[config.mk]
export PLATFORM = sky130hd
export DESIGN_NAME = rv32i_imem_linebuf
export DESIGN_NICKNAME = d
export VERILOG_FILES = /design/src/rtl/rv32i_pkg.sv /design/src/rtl/rv32i_line_store.sv /design/src/rtl/rv32i_imem_linebuf.sv
export SDC_FILE = /design/constraint.sdc
export NUM_CORES = 1
export LEC_CHECK = 0
export BUFFER_PORTS_ARGS = -buffer_cell sky130_fd_sc_hd__buf_4
export CAP_MARGIN = 40
export CORE_UTILIZATION = 24
export CTS_CLUSTER_DIAMETER = 120
export DETAILED_ROUTE_END_ITERATION = 8
export PLACE_DENSITY = 0.39
export SYNTH_ARGS = -nofsm -noshare
export SYNTH_HDL_FRONTEND = slang
export SYNTH_SLANG_ARGS = --single-unit
[constraint.sdc]
create_clock -name clk -period 2.98 [get_ports clk]
set_clock_uncertainty 0.2 [all_clocks]
set_input_delay 0.298 -clock clk [delete_from_list [all_inputs] [get_ports clk]]
set_output_delay 0.298 -clock clk [all_outputs]
set_load 0.02 [all_outputs]
[src/rtl/rv32i_pkg.sv]
// Shared constants and FSM encoding for the fetch-side instruction line buffer.
package rv32i_pkg;

    localparam logic [31:0] NOP_INSTR = 32'h00000013;

    typedef enum logic [1:0] {
        StIdle = 2'd0,
        StReq  = 2'd1,
        StFill = 2'd2
    } imem_state_e;

endpackage

[src/rtl/rv32i_line_store.sv]
// Data array for one buffered instruction line: a single write port and a
// combinational read mux.
module rv32i_line_store
    import rv32i_pkg::*;
#(
    parameter int unsigned LINE_WORDS = 4
) (
    input  logic                          i_clk,
    input  logic                          i_we,
    input  logic [$clog2(LINE_WORDS)-1:0] i_wr_idx,
    input  logic [31:0]                   i_wr_data,
    input  logic [$clog2(LINE_WORDS)-1:0] i_rd_idx,
    output logic [31:0]                   o_rd_data
);

    logic [31:0] r_data [LINE_WORDS];

    // Contents are qualified by the valid bit in the top, so no reset is needed.
    always_ff @(posedge i_clk) begin
        if (i_we) begin
            r_data[i_wr_idx] <= i_wr_data;
        end
    end

    assign o_rd_data = r_data[i_rd_idx];

endmodule

[src/rtl/rv32i_imem_linebuf.sv]
// Single-line instruction buffer for the fetch stage; stalls fetch and refills
// the line from backing memory on a miss. IMEM_PERF_CNT_EN adds hit/miss counters.
module rv32i_imem_linebuf
    import rv32i_pkg::*;
#(
    parameter int unsigned LINE_WORDS = 4,
    parameter logic [31:0] NOP_INSTR  = rv32i_pkg::NOP_INSTR
) (
    input  logic        clk,
    input  logic        rst,
    input  logic [31:0] PCF,
    input  logic        InvalidateF,
    output logic [31:0] InstrF,
    output logic        ImemStallF,
    output logic        mem_req,
    output logic [31:0] mem_addr,
    input  logic        mem_ack,
    input  logic        mem_rvalid,
    input  logic [31:0] mem_rdata
`ifdef IMEM_PERF_CNT_EN
    ,
    output logic [31:0] hit_cnt,
    output logic [31:0] miss_cnt
`endif
);

    localparam int unsigned IDX_W = $clog2(LINE_WORDS);
    localparam int unsigned OFF_W = IDX_W + 2;
    localparam logic [IDX_W-1:0] LAST_BEAT = IDX_W'(LINE_WORDS - 1);

    imem_state_e        r_state;
    logic               r_valid;
    logic [31:OFF_W]    r_tag;
    logic               r_inv_pend;
    logic [IDX_W-1:0]   r_beat_cnt;
    logic               r_mem_req;
    logic [31:0]        r_mem_addr;

    logic               w_hit;
    logic               w_we;
    logic [31:0]        w_rd_word;

    assign w_hit = r_valid && (r_tag == PCF[31:OFF_W]) && (r_state == StIdle);
    assign w_we  = (r_state == StFill) && mem_rvalid;

    rv32i_line_store #(
        .LINE_WORDS (LINE_WORDS)
    ) u_line_store (
        .i_clk     (clk),
        .i_we      (w_we),
        .i_wr_idx  (r_beat_cnt),
        .i_wr_data (mem_rdata),
        .i_rd_idx  (PCF[OFF_W-1:2]),
        .o_rd_data (w_rd_word)
    );

    assign InstrF     = w_hit ? w_rd_word : NOP_INSTR;
    assign ImemStallF = !w_hit;
    assign mem_req    = r_mem_req;
    assign mem_addr   = r_mem_addr;

    always_ff @(posedge clk or negedge rst) begin
        if (!rst) begin
            r_state    <= StIdle;
            r_valid    <= 1'b0;
            r_tag      <= '0;
            r_inv_pend <= 1'b0;
            r_beat_cnt <= '0;
            r_mem_req  <= 1'b0;
            r_mem_addr <= '0;
        end else begin
            unique case (r_state)
                StIdle: begin
                    if (InvalidateF) begin
                        r_valid <= 1'b0;
                    end
                    if (!w_hit) begin
                        r_state    <= StReq;
                        r_mem_req  <= 1'b1;
                        r_mem_addr <= {PCF[31:OFF_W], {OFF_W{1'b0}}};
                    end
                end
                StReq: begin
                    if (InvalidateF) begin
                        r_inv_pend <= 1'b1;
                    end
                    if (mem_ack) begin
                        r_state    <= StFill;
                        r_mem_req  <= 1'b0;
                        r_beat_cnt <= '0;
                    end
                end
                StFill: begin
                    if (InvalidateF) begin
                        r_inv_pend <= 1'b1;
                    end
                    if (mem_rvalid) begin
                        r_beat_cnt <= r_beat_cnt + 1'b1;
                        if (r_beat_cnt == LAST_BEAT) begin
                            // A fence.i landing on the last beat also kills the new line.
                            r_tag      <= r_mem_addr[31:OFF_W];
                            r_valid    <= !(r_inv_pend || InvalidateF);
                            r_inv_pend <= 1'b0;
                            r_state    <= StIdle;
                        end
                    end
                end
                default: begin
                    r_state   <= StIdle;
                    r_mem_req <= 1'b0;
                end
            endcase
        end
    end

`ifdef IMEM_PERF_CNT_EN
    logic [31:0] r_hit_cnt;
    logic [31:0] r_miss_cnt;

    always_ff @(posedge clk or negedge rst) begin
        if (!rst) begin
            r_hit_cnt  <= '0;
            r_miss_cnt <= '0;
        end else begin
            if (w_hit && (r_hit_cnt != 32'hFFFF_FFFF)) begin
                r_hit_cnt <= r_hit_cnt + 32'd1;
            end
            if ((r_state == StIdle) && !w_hit && (r_miss_cnt != 32'hFFFF_FFFF)) begin
                r_miss_cnt <= r_miss_cnt + 32'd1;
            end
        end
    end

    assign hit_cnt  = r_hit_cnt;
    assign miss_cnt = r_miss_cnt;
`else
`endif

endmodule

# --- After elaboration in Yosys (flattened, before gate mapping) ---
# Memories as Yosys holds them, arrays and structs flattened.
# Index checks and enable logic that the tools add are counted.
word_totals:
  in_bits: 69
  mem_bits_rw: 128
  mem_count: 1
  reg_bits: 63
memory_table:
  columns: ["name", "depth", "width", "read_ports", "rd_clocked_by_memory_dff", "write_ports", "line", "rtl"]
  rows:
  - ["u_line_store.r_data", 4, 32, 1, 0, 1, "rv32i_line_store.sv:16", "logic [31:0] r_data [LINE_WORDS];"]
classes:
  n_mux: 22
  add_sub_neg: 1
  bitwise_logic: 2
  reduce_logical: 15
  n_eq_ne: 9
ops:
  columns: ["cell", "count"]
  rows:
  - ["2-to-1 mux 32 bit", 1]
  - ["== test 28 bit", 1]
  - ["2-to-1 mux 2 bit", 6]
  - ["2-to-1 mux 1 bit", 10]
  - ["AND reduction 3 bit", 3]
  - ["inequality test 2 bit (second input constant)", 4]
  - ["AND reduction 4 bit", 2]
  - ["one-hot mux 2 bit (3 select lines)", 1]
  - ["== test 2 bit (second input constant)", 2]
  - ["one-hot mux 1 bit (2 select lines)", 2]
  - ["one-hot mux 2 bit (2 select lines)", 1]
  - ["nonzero test 2 bit", 2]
  - ["logical AND 1 bit", 3]
  - ["one-hot mux 1 bit (3 select lines)", 1]
  - ["adder 2 x 1 -> 2 bit (second input constant)", 1]
  - ["== test 2 x 1 -> 1 bit (second input constant)", 1]
  - ["zero test 1 bit", 2]
  - ["zero test 2 bit", 1]
  - ["inequality test 2 x 1 -> 1 bit (second input constant)", 1]
  - ["inverter 1 bit", 2]
  - ["AND reduction 2 bit", 1]
  - ["logical OR 1 bit", 1]

# --- Depth between registers and ports, before layout ---
# Gate-level depths: netlist of run 1.
depth:
  word_depth: 5
  depth_mapped: 7
  ltp_nobuf: 7

# --- Modules after synthesis ---
# From an unflattened synthesis of run 1, not the netlist that was laid out.
hier_totals:
  hier_cells: 416
  area_unflattened_um2: 7876.3
by_module_without_submodules:
  columns: ["module", "instances", "area_per_inst_um2", "cells_each"]
  rows:
  - ["rv32i_line_store", 1, 4689.5, 171]
  - ["rv32i_imem_linebuf", 1, 3186.8, 245]

# --- Worst setup path before layout of run 1 ---
# OpenSTA, ideal clock, no wires.
synth_path:
  kind: "reg2reg"
  startpoint: "register r_state[0]"
  endpoint: "memory u_line_store.r_data[0][0] (enable)"
  arrival_ns: 1.830
  setup_slack_ns: 0.558
  stages_incl_launch_ff: 5
  period_less_slack_ns: 2.422
  setup_time_ns: 0.392
  cell_sequence: "dfrtp_1 inv_1 ha_1 clkbuf_1 and3_1"
synth_between:
  elab_chain_cells: 4
synth_lines:
  columns: ["element", "line", "rtl"]
  rows:
  - ["start: declaration", "rv32i_imem_linebuf.sv:31", "imem_state_e r_state;"]
  - ["start signal: assignment", "rv32i_imem_linebuf.sv:64", "r_state <= StIdle;"]
  - ["start signal: assignment", "rv32i_imem_linebuf.sv:78", "r_state <= StReq;"]
  - ["start signal: assignment", "rv32i_imem_linebuf.sv:88", "r_state <= StFill;"]
  - ["== test 2 bit", "rv32i_imem_linebuf.sv:44", "assign w_we = (r_state == StFill) && mem_rvalid;"]
  - ["logical AND 1 bit", "rv32i_imem_linebuf.sv:44", null]
  - ["2-to-1 mux 1 bit", "rv32i_line_store.sv:20", "if (i_we) begin"]
  - ["2-to-1 mux 1 bit (not written as such)", "rv32i_line_store.sv:21", "r_data[i_wr_idx] <= i_wr_data;"]
  - ["end: declaration", "rv32i_line_store.sv:16", null]
# Every way passes these cells.

# --- Worst setup path after layout of run 1 ---
layout_path:
  startpoint: "input PCF[30]"
  endpoint: "output InstrF[23]"
layout_between:
  elab_chain_cells: 4
layout_lines:
  columns: ["element", "line", "rtl"]
  rows:
  - ["start: declaration", "rv32i_imem_linebuf.sv:11", "input logic [31:0] PCF,"]
  - ["== test 28 bit", "rv32i_imem_linebuf.sv:43", "assign w_hit = r_valid && (r_tag == PCF[31:OFF_W]) && (r_state == StIdle);"]
  - ["logical AND 1 bit (2 in series)", "rv32i_imem_linebuf.sv:43", null]
  - ["2-to-1 mux 32 bit", "rv32i_imem_linebuf.sv:57", "assign InstrF = w_hit ? w_rd_word : NOP_INSTR;"]
  - ["end: declaration", "rv32i_imem_linebuf.sv:13", "output logic [31:0] InstrF,"]
# Every way passes these cells.

==> metrics.md, run 1 <==
| Metric | Value |
|---|---|
| Layout cell share with drive strength beyond 1 | `42.81%` |
| Detailed Routing Iterations Pass 1 | `6` |
| Post-synth EDFFs | `128` |
| CTS Buf Count | `17` |
| Ys async rst share | `32.98%` |
| Slew Limit Fails | `0` |
| Worst hold path class | `in -> async` |
| Avg Cell Area, Syn | `18.40 µm²` |
| Fin area | `10,780 µm²` |
| CORE AREA | `32,450 µm²` |
| Fmax | `0.3410 GHz` |
| Initial core utilization | `24.33%` |
| Ports | `135` |
| Post-route DRC | `0` |
| CTS Sinks | `191` |
| RSZ-0062 raised after global routing | `true` |
| Ys Warns | `0` |
| Worst-path clk slew | `0.07 ns` |
| RePlAce Congestion | `0.6851` |
| Die Y | `183.4 µm` |
| Seq cells post-synth | `191` |
| Synth Flop Type | `edfxtp_1` |
| Die span in x | `183.4 µm` |
| WP data required | `2.48 ns` |
| Largest net degree at the start of global routing | `64` |
| Tcrit/Tclk final | `98.41%` |
| HPWL after DPL | `10,960 µm` |
| Ant diodes | `0` |
| Outcome | `finished clean` |
| Gr ovfl total | `0` |
| Mapped Area | `7895 µm²` |
| Worst R2R Setup Slack | `0.44 ns` |
| Via Count | `4,445` |
| Area Overhead vs Synth | `36.50%` |
| Worst-Margin Slew | `0.8339 ns` |
| Hold Vio Cnt, Final | `0` |
| CP endpoint kind | `output port` |
| Clock Tree Buf Depth | `2` |
| Worst endpoint data arrival time | `2.43 ns` |
| Initial DRC count | `108` |
| Critical path startpoint category | `input port` |
| Gate Count Post-Synth | `429` |
| Rows | `66` |
| Dpl cell area | `9409 µm²` |
| Max_slew headroom | `44.41%` |
| Tmin final | `2.933 ns` |
| Vias/cell | `4.082` |
| Post-synth cell types | `39` |
| Antenna Violating Nets Remaining | `0` |
| GRT Overall Usage | `10.96%` |
| Port Buffers | `128` |
| Static leakage | `4.148 nW` |
| H-tree levels | `4` |
| Nets | `712` |
| Die area | `33,620 µm²` |
| Fin Setup TNS | `0 ns` |
| Number of global-route vias before repair | `4,820` |
| First-pass GRT wire length | `27,570 µm` |
| Clk_lat worst skew | `0.43 ns` |
| CTS root buffer | `clkbuf_16` |
| Cell Pwr Density | `723.3 nW/µm²` |
| Drt wl/cell | `16.67 µm` |
| Initial antenna violation count | `0` |
| VDD IR max | `0.3610 mV` |
| Max_cap viols | `0` |
| Fill count | `3,173` |
| Final WL | `18,160 µm` |
| Setup CP Type | `in -> out` |
| CTS tree | `yes` |
| Max Fanout on Critical Path | `5` |
| Sequential area share after synthesis | `68.65%` |
| Final setup viols | `0` |
-- worst max-delay path, stage by stage --
cell           delay [ns]
dlygate4sd3_1        0.59
xnor2_2              0.17
nand4_1              0.20
nor4_4               0.32
nand4_1              0.15
buf_6                0.18
buf_12               0.14
nor2b_1              0.20
buf_4                0.18
-- sequential cells by signal, indices dropped and copies added (netlist names) --
name                 flops
mem_addr                28
mem_req                  1
r_beat_cnt               2
r_inv_pend               1
r_state                  2
r_tag                   28
r_valid                  1
u_line_store.r_data    128
-- cell usage after synthesis, drive strengths merged (2+ instances only) --
library cell  count  area, µm²
a21oi             8      40.04
a22o              3      26.28
and3              3      18.77
buf              12      100.1
clkbuf            8      30.03
dfrtp            63       1577
edfxtp          128       3844
ha                8      100.1
inv              14      52.55
mux2             57      716.9
mux4             32      720.7
nand2             3      18.77
nand2b            2      12.51
nand3             4      20.02
nand4             7      50.05
nor2              7      26.28
nor2b            29      181.4
nor4              3      48.80
o2111ai           2      23.77
o21ai             2      10.01
o221ai            2      17.52
or2               3      18.77
xnor2            21      183.9
-- cell families after synthesis --
| family | Yosys count | share of synthesized area [%] |
|---|---|---|
| DFF | 191 | 68.65 |
| muxes | 90 | 18.34 |
| and+or+nand+nor | 63 | 5.182 |
| buffers and inverters | 34 | 2.314 |
| AOI/OAI and AO/OA | 21 | 1.870 |
| xor gates and xnor gates | 21 | 2.330 |
| adders and majority gates | 8 | 1.268 |
| other | 1 | 0.04750 |
-- area by class of cell --
cell class	instances	area [µm²]	area share [%]
Clock inverter	14	140.1	1.300
Tap cell	442	553.0	5.132
Timing Repair Buffer	204	1837	17.04
Clock buffer	17	425.4	3.948
Inverter	14	52.55	0.4876
Sequential cell	191	5420	50.30
Multi-Input combinational cell	207	2349	21.79
-- path summary, 6_finish.rpt --
check,from,end,cells past startpoint
worst max-delay path,PCF[30],InstrF[23],9
worst min-delay path,rst,mem_addr[28],2
worst max register to register,r_tag[15],mem_addr[9],6
worst min register to register,r_tag[21],r_tag[21],1
max in group asynchronous,rst,mem_addr[31],2
min in group clk,r_tag[21],r_tag[21],1
-- routing by layer --
| metal | share of wire (%) | vias up | track usage (%) | routed length (µm) |
|---|---|---|---|---|
| li1 | - | 2039 | - | - |
| met1 | 45 | 2277 | 13.54 | 8232 |
| met2 | 48 | 115 | 18.22 | 8765 |
| met3 | 5.4 | 14 | 3.515 | 986 |
| met4 | 0.95 | 0 | 3.300 | 172 |
| met5 | 0 | - | 0 | 0 |
-- where the power goes --
part           total (W)  switching, W  leakage [nW]  internal [W]
clock network    0.00221       0.00110         0.279       0.00111
registers        0.00356      0.000280          1.96       0.00328
logic            0.00202      0.000954          1.91       0.00107
total            0.00779       0.00233          4.15       0.00546
-- cell usage in the layout (no fill, tap or decap), types with 18 or more instances in the layout --
| master | Yosys | layout |
|---|---|---|
| mux2_2 | 37 | 37 |
| edfxtp_1 | 128 | 128 |
| mux2_4 | 20 | 20 |
| dlygate4sd3_1 | 0 | 65 |
| nor2b_1 | 29 | 25 |
| mux4_2 | 32 | 32 |
| dfrtp_1 | 63 | 63 |
| buf_4 | 4 | 126 |
| clkbuf_16 | 0 | 20 |
| xnor2_1 | 21 | 18 |
-- through the flow --
step                      hold WS, ns  total power [W]  cells  worst slack (ns)  util (%)
after global routing           0.3444         0.008202   1089          -0.02231     33.21
final                          0.2974         0.007795   1089           0.04725     33.21
after detailed placement       0.2707         0.005600    989            0.3841     28.99
after global placement         0.2469         0.005554    989            0.3576     28.99
after CTS                      0.3164         0.007919   1085           0.01207     32.75
after floorplan               -0.1976         0.004890    432            0.5583         -
-- what timing repair did --
action | 4_1_cts | 5_1_grt
endpoints found under the setup margin | 6 | 32
hold buffers | 65 | 0
resized for setup | 1 | 16
hold endpoints to repair | 223 | 0
pin swaps | 0 | 9
setup buffers | 0 | 3
cloned | 0 | 3
Power figures use the tool's default switching activity.
==> run 2: changes to the inputs <==
==> constraint.sdc (replaced) <==
create_clock -name clk -period 2.98 [get_ports clk]
set_clock_uncertainty 0.2 [all_clocks]
set_input_delay 0.596 -clock clk [delete_from_list [all_inputs] [get_ports clk]]
set_output_delay 0.596 -clock clk [all_outputs]
set_load 0.02 [all_outputs]
==> run 2 against run 1 <==
  * Total power fell by 0.13%
  * Highest routed layer unchanged
  * Utilization is 0.96 points lower
  * Hold slack lost 0.23 ns
  * Clock power down 3%
  * The flow now finishes with violations (setup timing)
  * Global-route usage increased by 0.16 points
  * Count of clock-buffer cells in the layout unchanged
==> metrics.md, run 2 (synthesized netlist as in run 1, its figures left out) <==
| Metric | Value |
|---|---|
| Nets | `662 (-7.0%)` |
| Static leakage | `4.044 nW (-2.5%)` |
| CORE AREA | `32,450 µm² (unchanged)` |
| Post-route DRC | `0 (unchanged)` |
| Number of flip-flops in the largest register | `128 (unchanged)` |
| Most frequent cells in the layout | `128 x edfxtp_1, 118 x buf_4, 63 x dfrtp_1` |
| Max_slew headroom | `43.98% (-0.42 points)` |
| RePlAce Congestion | `0.6904 (+0.77%)` |
| CTS root buffer | `clkbuf_16` |
| Initial DRC count | `132 (+22%)` |
| Area Overhead vs Synth | `32.55%` |
| Outcome | `finished, violations left` |
| Clk_lat worst skew | `0.43 ns (about the same)` |
| CP Cell Sequence | `xnor2_2 -> nand4_1 -> buf_6 -> nor4_4 -> nand4_1 -> buf_6 -> buf_12 -> or2_4 -> buf_6` |
| Max Fanout on Critical Path | `5 (unchanged)` |
| Worst hold path class | `in -> async` |
| First-pass GRT wire length | `27,600 µm (+0.13%)` |
| Dpl cell area | `9549 µm² (+1.5%)` |
| RSZ-0062 raised after global routing | `true` |
| Largest net degree at the start of global routing | `64 (unchanged)` |
| Slew Limit Fails | `0 (unchanged)` |
| Die Y | `183.4 µm (unchanged)` |
| Max_cap viols | `0 (unchanged)` |
| Worst path most repeated cell | `buf_6` |
| Final WL | `18,390 µm (+1.3%)` |
| Most common cell after layout, fill and taps aside | `edfxtp_1` |
| Ports | `135 (unchanged)` |
| HPWL after DPL | `11,510 µm (+5.0%)` |
| Worst-path clk slew | `0.08 ns (about the same)` |
| Clock Tree Buf Depth | `2 (unchanged)` |
| Worst-Margin Slew | `0.8403 ns (+0.006373 ns)` |
| CTS tree | `yes` |
| VDD IR max | `0.4582 mV (+27%)` |
| Worst r2r src | `r_state[0]` |
| Vias/cell | `4.142 (+1.5%)` |
| WP data required | `2.18 ns (-0.30 ns)` |
| Area occupied by multi-input gates | `2487 µm² (+5.9%)` |
| Fill count | `3,220 (+1.5%)` |
| CP endpoint kind | `output port` |
| Setup CP Type | `reg -> out` |
| Worst R2R Setup Slack | `0.45 ns (about the same)` |
| Cell Pwr Density | `743.9 nW/µm² (+2.8%)` |
| Ant diodes | `0 (unchanged)` |
| Die span in x | `183.4 µm (unchanged)` |
| Tcrit/Tclk final | `104.5% (+6.1 points)` |
| Die area | `33,620 µm² (unchanged)` |
| Antenna Violating Nets Remaining | `0 (unchanged)` |
| Critical path startpoint category | `flip-flop` |
| H-tree levels | `4 (unchanged)` |
| Layout cell share with drive strength beyond 1 | `51.85% (+9.0 points)` |
| CTS Sinks | `191 (unchanged)` |
| R2r worst-path depth | `6 (unchanged)` |
| Detailed Routing Iterations Pass 1 | `4 (-2)` |
| Number of global-route vias before repair | `4,653 (-3.5%)` |
| Post-route setup slack | `-0.1337 ns (-0.1810 ns)` |
| Rows | `66 (unchanged)` |
| Setup WS pre-CTS | `-0.1896 ns (-0.5737 ns)` |
| Initial core utilization | `24.33% (unchanged)` |
| Hold Vio Cnt, Final | `0 (unchanged)` |
| CTS Buf Count | `17 (unchanged)` |
| Final setup viols | `32 (+32)` |
| Fin area | `10,470 µm² (-2.9%)` |
| Initial antenna violation count | `0 (unchanged)` |
| Port Buffers | `128 (unchanged)` |
| Critical Path Max Stage Delay | `0.40 ns (-0.19 ns)` |
| RR Endpoint | `r_tag[19]` |
| Via Count | `4,299 (-3.3%)` |
| Biggest register | `u_line_store.r_data` |
| Fmax | `0.3212 GHz (-5.8%)` |
| Worst endpoint data arrival time | `2.32 ns (-0.11 ns)` |
| Drt wl/cell | `17.72 µm (+6.3%)` |
| Reg area | `5420 µm² (unchanged)` |
| GRT Overall Usage | `11.12% (+0.16 points)` |
| Tmin final | `3.114 ns (+0.1810 ns)` |
| Failing checks | `setup timing` |
| Gr ovfl total | `0 (unchanged)` |
| Post-CTS Hold Buffers | `0 (-100%)` |
| Critical-path top delay cell | `dfrtp_1` |
## run 2: worst max-delay path by stage
| stage | start | to | slack, ns |
|---|---|---|---|
| 2_1_floorplan | PCF[27] | InstrF[25] | 0.19 |
| 3_3_place_gp | PCF[11] | InstrF[31] | -0.20 |
| 3_5_place_dp | PCF[11] | InstrF[31] | -0.19 |
| 4_1_cts | r_tag[22] | InstrF[0] | -0.18 |
| 5_1_grt | r_tag[19] | InstrF[0] | -0.30 |
| 6_report | r_tag[11] | InstrF[0] | -0.13 |
## run 2: timing repair
action	CTS	global route
endpoints found under the setup margin	33	33
gates cloned	0	3
pin swaps	4	4
buffers inserted	2	2
resized for setup	8	60
endpoints found under the hold margin	0	0
## run 2: layout make-up
class | count | share of cell area (%)
timing repair buffer | 154 | 13.49
multi-input combinational | 207 | 23.77
clock buffer | 17 | 4.065
sequential | 191 | 51.79
tap | 442 | 5.285
inverter | 14 | 0.5022
clock inverter | 13 | 1.100
## run 2: layer usage
metal | global-route usage [%] | share of wire (%) | up-vias
met3 | 4.329 | 6.5 | 7
met2 | 18.08 | 49 | 111
met1 | 13.71 | 44 | 2248
met5 | 0 | 0 | -
met4 | 3.000 | 0.67 | 0
li1 | - | - | 1933
## run 2: metrics by stage
stage                     hold slack, ns  TNS (ns)  cells  power [W]  utilization, %
after detailed placement          0.3050    -1.632   1001   0.005690           29.42
after floorplan                   0.1004         0    432   0.004890               -
after CTS                        0.07794    -3.048   1033   0.007894           31.24
after global placement            0.2967    -2.254   1001   0.005637           29.42
after global routing              0.1148    -8.450   1038   0.008209           32.25
final                            0.07179    -2.735   1038   0.007785           32.25
## run 2: critical path, delay by kind of cell (launching register included)
kind                      cells  cell delay, ns
and+or+nand+nor               4            0.74
DFF                           1            0.40
buffers and inverters         4            0.60
xor gates and xnor gates      1            0.15
## run 2: power by group
group | switching [W] | internal [W]
clock network | 0.00100 | 0.00115
logic | 0.000981 | 0.00110
registers | 0.000277 | 0.00328
total | 0.00226 | 0.00553
==> run 3: changes to the inputs <==
--- a/config.mk
+++ b/config.mk
@@ -7,6 +7,7 @@
 export LEC_CHECK = 0
 export BUFFER_PORTS_ARGS = -buffer_cell sky130_fd_sc_hd__buf_4
 export CAP_MARGIN = 40
+export CORE_ASPECT_RATIO = 1.25
 export CORE_UTILIZATION = 24
 export CTS_CLUSTER_DIAMETER = 120
 export DETAILED_ROUTE_END_ITERATION = 8
==> run 3 against run 2 <==
  * Highest routed layer is now met5
  * First-iteration DRC count up 50%
  * Maximum frequency decreased by 1.1%
  * The flow still finishes with violations (setup timing)
  * Global-route usage barely moved
  * Count of clock-buffer cells in the layout did not move
  * Sequential power about the same
  * Wire length grew 0.54%
==> metrics.md, run 3 (synthesized netlist as in run 1, its figures left out) <==
| Metric | Value |
|---|---|
| Ant diodes | `0 (unchanged)` |
| CTS Buf Count | `17 (unchanged)` |
| Number of global-route vias before repair | `4,669 (+0.34%)` |
| GRT Overall Usage | `11.16% (+0.038 points)` |
| Nets | `657 (-0.76%)` |
| Initial core utilization | `24.63% (+0.30 points)` |
| Die area | `33,630 µm² (about the same)` |
| Detailed Routing Iterations Pass 1 | `5 (+1)` |
| Worst hold path class | `in -> async` |
| Fmax | `0.3178 GHz (-1.1%)` |
| Critical-path top delay cell | `dfrtp_1` |
| Max_slew headroom | `44.78% (+0.80 points)` |
| Fill count | `3,151 (-2.1%)` |
| Failing checks | `setup timing` |
| CP endpoint kind | `output port` |
| Initial DRC count | `198 (+50%)` |
| Post-route setup slack | `-0.1671 ns (-0.03340 ns)` |
| Placed cells | `968 (-3.3%)` |
| Clock Tree Buf Depth | `2 (unchanged)` |
| Worst-Margin Slew | `0.8283 ns (-0.01195 ns)` |
| Ports | `135 (unchanged)` |
| Via Count | `4,264 (-0.81%)` |
| Final setup viols | `33 (+3.1%)` |
| Most frequent cells in the layout | `128 x edfxtp_1, 119 x buf_4, 63 x dfrtp_1` |
| Port Buffers | `128 (unchanged)` |
| CTS tree | `yes` |
| CTS Sinks | `191 (unchanged)` |
| Setup CP Type | `reg -> out` |
| Antenna Violating Nets Remaining | `0 (unchanged)` |
| Worst endpoint data arrival time | `2.35 ns (+0.03 ns)` |
| Biggest register | `u_line_store.r_data` |
| Min Hold Slack | `0.05419 ns (-0.01760 ns)` |
| Outcome | `finished, violations left` |
| Hold Vio Cnt, Final | `0 (unchanged)` |
| Worst-path clk slew | `0.08 ns (about the same)` |
| Vias/cell | `4.243 (+2.4%)` |
| Critical Path Max Stage Delay | `0.41 ns (about the same)` |
| Tcrit/Tclk final | `105.6% (+1.1 points)` |
| Max Fanout on Critical Path | `17 (+12)` |
| Non-Filler Instances | `1,005 (-3.2%)` |
| Drt wl/cell | `18.40 µm (+3.8%)` |
| Gr ovfl total | `0 (unchanged)` |
| Cell Pwr Density | `755.4 nW/µm² (+1.5%)` |
| HPWL after DPL | `11,220 µm (-2.5%)` |
| Slew Limit Fails | `0 (unchanged)` |
| VDD IR max | `0.3396 mV (-26%)` |
| Fin Setup TNS | `-4.436 ns (-1.701 ns)` |
| Tmin final | `3.147 ns (+0.03340 ns)` |
| Critical path startpoint category | `flip-flop` |
| Largest net degree at the start of global routing | `64 (unchanged)` |
| Post-route DRC | `0 (unchanged)` |
| Clk_lat worst skew | `0.43 ns (about the same)` |
| CP Cell Sequence | `xnor2_2 -> nand4_1 -> buf_6 -> nor4_4 -> nand4_1 -> buf_6 -> clkbuf_16 -> nor2b_1 -> buf_4` |
| CTS root buffer | `clkbuf_16` |
| Max_cap viols | `0 (unchanged)` |
| Initial antenna violation count | `1 (+1)` |
| RSZ-0062 raised after global routing | `true` |
| WP data required | `2.18 ns (about the same)` |
| Layout cell share with drive strength beyond 1 | `50.76% (-1.1 points)` |
| First-pass GRT wire length | `27,560 µm (-0.15%)` |
| CORE AREA | `32,060 µm² (-1.2%)` |
| Die Y | `204.8 µm (+12%)` |
| H-tree levels | `4 (unchanged)` |
| Static leakage | `3.986 nW (-1.4%)` |
| Area Overhead vs Synth | `30.78%` |
| RePlAce Congestion | `0.6893 (-0.16%)` |
| Post-CTS Hold Buffers | `0 (unchanged)` |
| Die span in x | `164.2 µm (-10%)` |
| Finished Core Util | `32.21% (-0.041 points)` |
| Total power | `0.007799 W (+0.19%)` |
| Most common cell after layout, fill and taps aside | `edfxtp_1` |
| Rows | `73 (+11%)` |
| Number of flip-flops in the largest register | `128 (unchanged)` |
| Final WL | `18,490 µm (+0.54%)` |
[run 3: where the power goes]
group	total [W]	switching, W	internal (W)	leakage (nW)
clock	0.00223	0.00112	0.00112	0.275
sequential	0.00355	0.000273	0.00328	1.96
combinational	0.00201	0.000958	0.00105	1.76
total	0.00780	0.00235	0.00545	3.99
[run 3: stage by stage]
step	worst slack (ns)	instance area, µm²
6_report	-0.1671	10320
5_1_grt	-0.3800	10320
4_1_cts	-0.2265	10080
3_5_place_dp	-0.1119	9489
3_3_place_gp	-0.1478	9489
2_1_floorplan	0.1938	7906
[run 3: layout make-up]
| type | count | area [µm²] | share of cell area, % |
|---|---|---|---|
| Clock inverter | 15 | 150.1 | 1.454 |
| Multi-Input combinational cell | 207 | 2410 | 23.34 |
| Clock buffer | 17 | 425.4 | 4.120 |
| Tap cell | 412 | 515.5 | 4.993 |
| Inverter | 14 | 52.55 | 0.5090 |
| Timing Repair Buffer | 149 | 1351 | 13.09 |
| Sequential cell | 191 | 5420 | 52.50 |
[run 3: worst paths after layout]
kind                              start                         to  slack [ns]  cells after the start
min                                 rst               mem_addr[28]        0.05                      1
min in group clk           mem_rdata[5]  u_line_store.r_data[2][5]        0.17                      1
max reg2reg                   r_tag[18]                 r_state[1]        0.48                     10
max                           r_tag[18]                 InstrF[31]       -0.17                      9
max in group asynchronous           rst                  r_tag[24]        1.97                      1
min reg2reg                   r_tag[21]                  r_tag[21]        0.31                      1
[run 3: worst max-delay path: cells and delay by family, from the launching register on]
kind	cells	cell delay, ns
AND/OR/NAND/NOR	4	0.64
flip-flops	1	0.41
XOR/XNOR	1	0.16
buffers and inverters	4	0.68
[run 3: metal layers]
metal,up-vias,track usage [%],share of wire (%)
met5,-,0,0.092
met1,2211,13.54,44
met3,9,3.725,5.9
met2,113,18.73,49
met4,2,3.075,0.82
li1,1929,-,-
[run 3: repair_timing]
item / 4_1_cts / 5_1_grt
cloned: 0 / 3
endpoints found under the hold margin: 0 / 0
buffers inserted: 0 / 2
setup endpoints to repair: 33 / 33
gates resized for setup: 4 / 42
pin swaps: 1 / 8
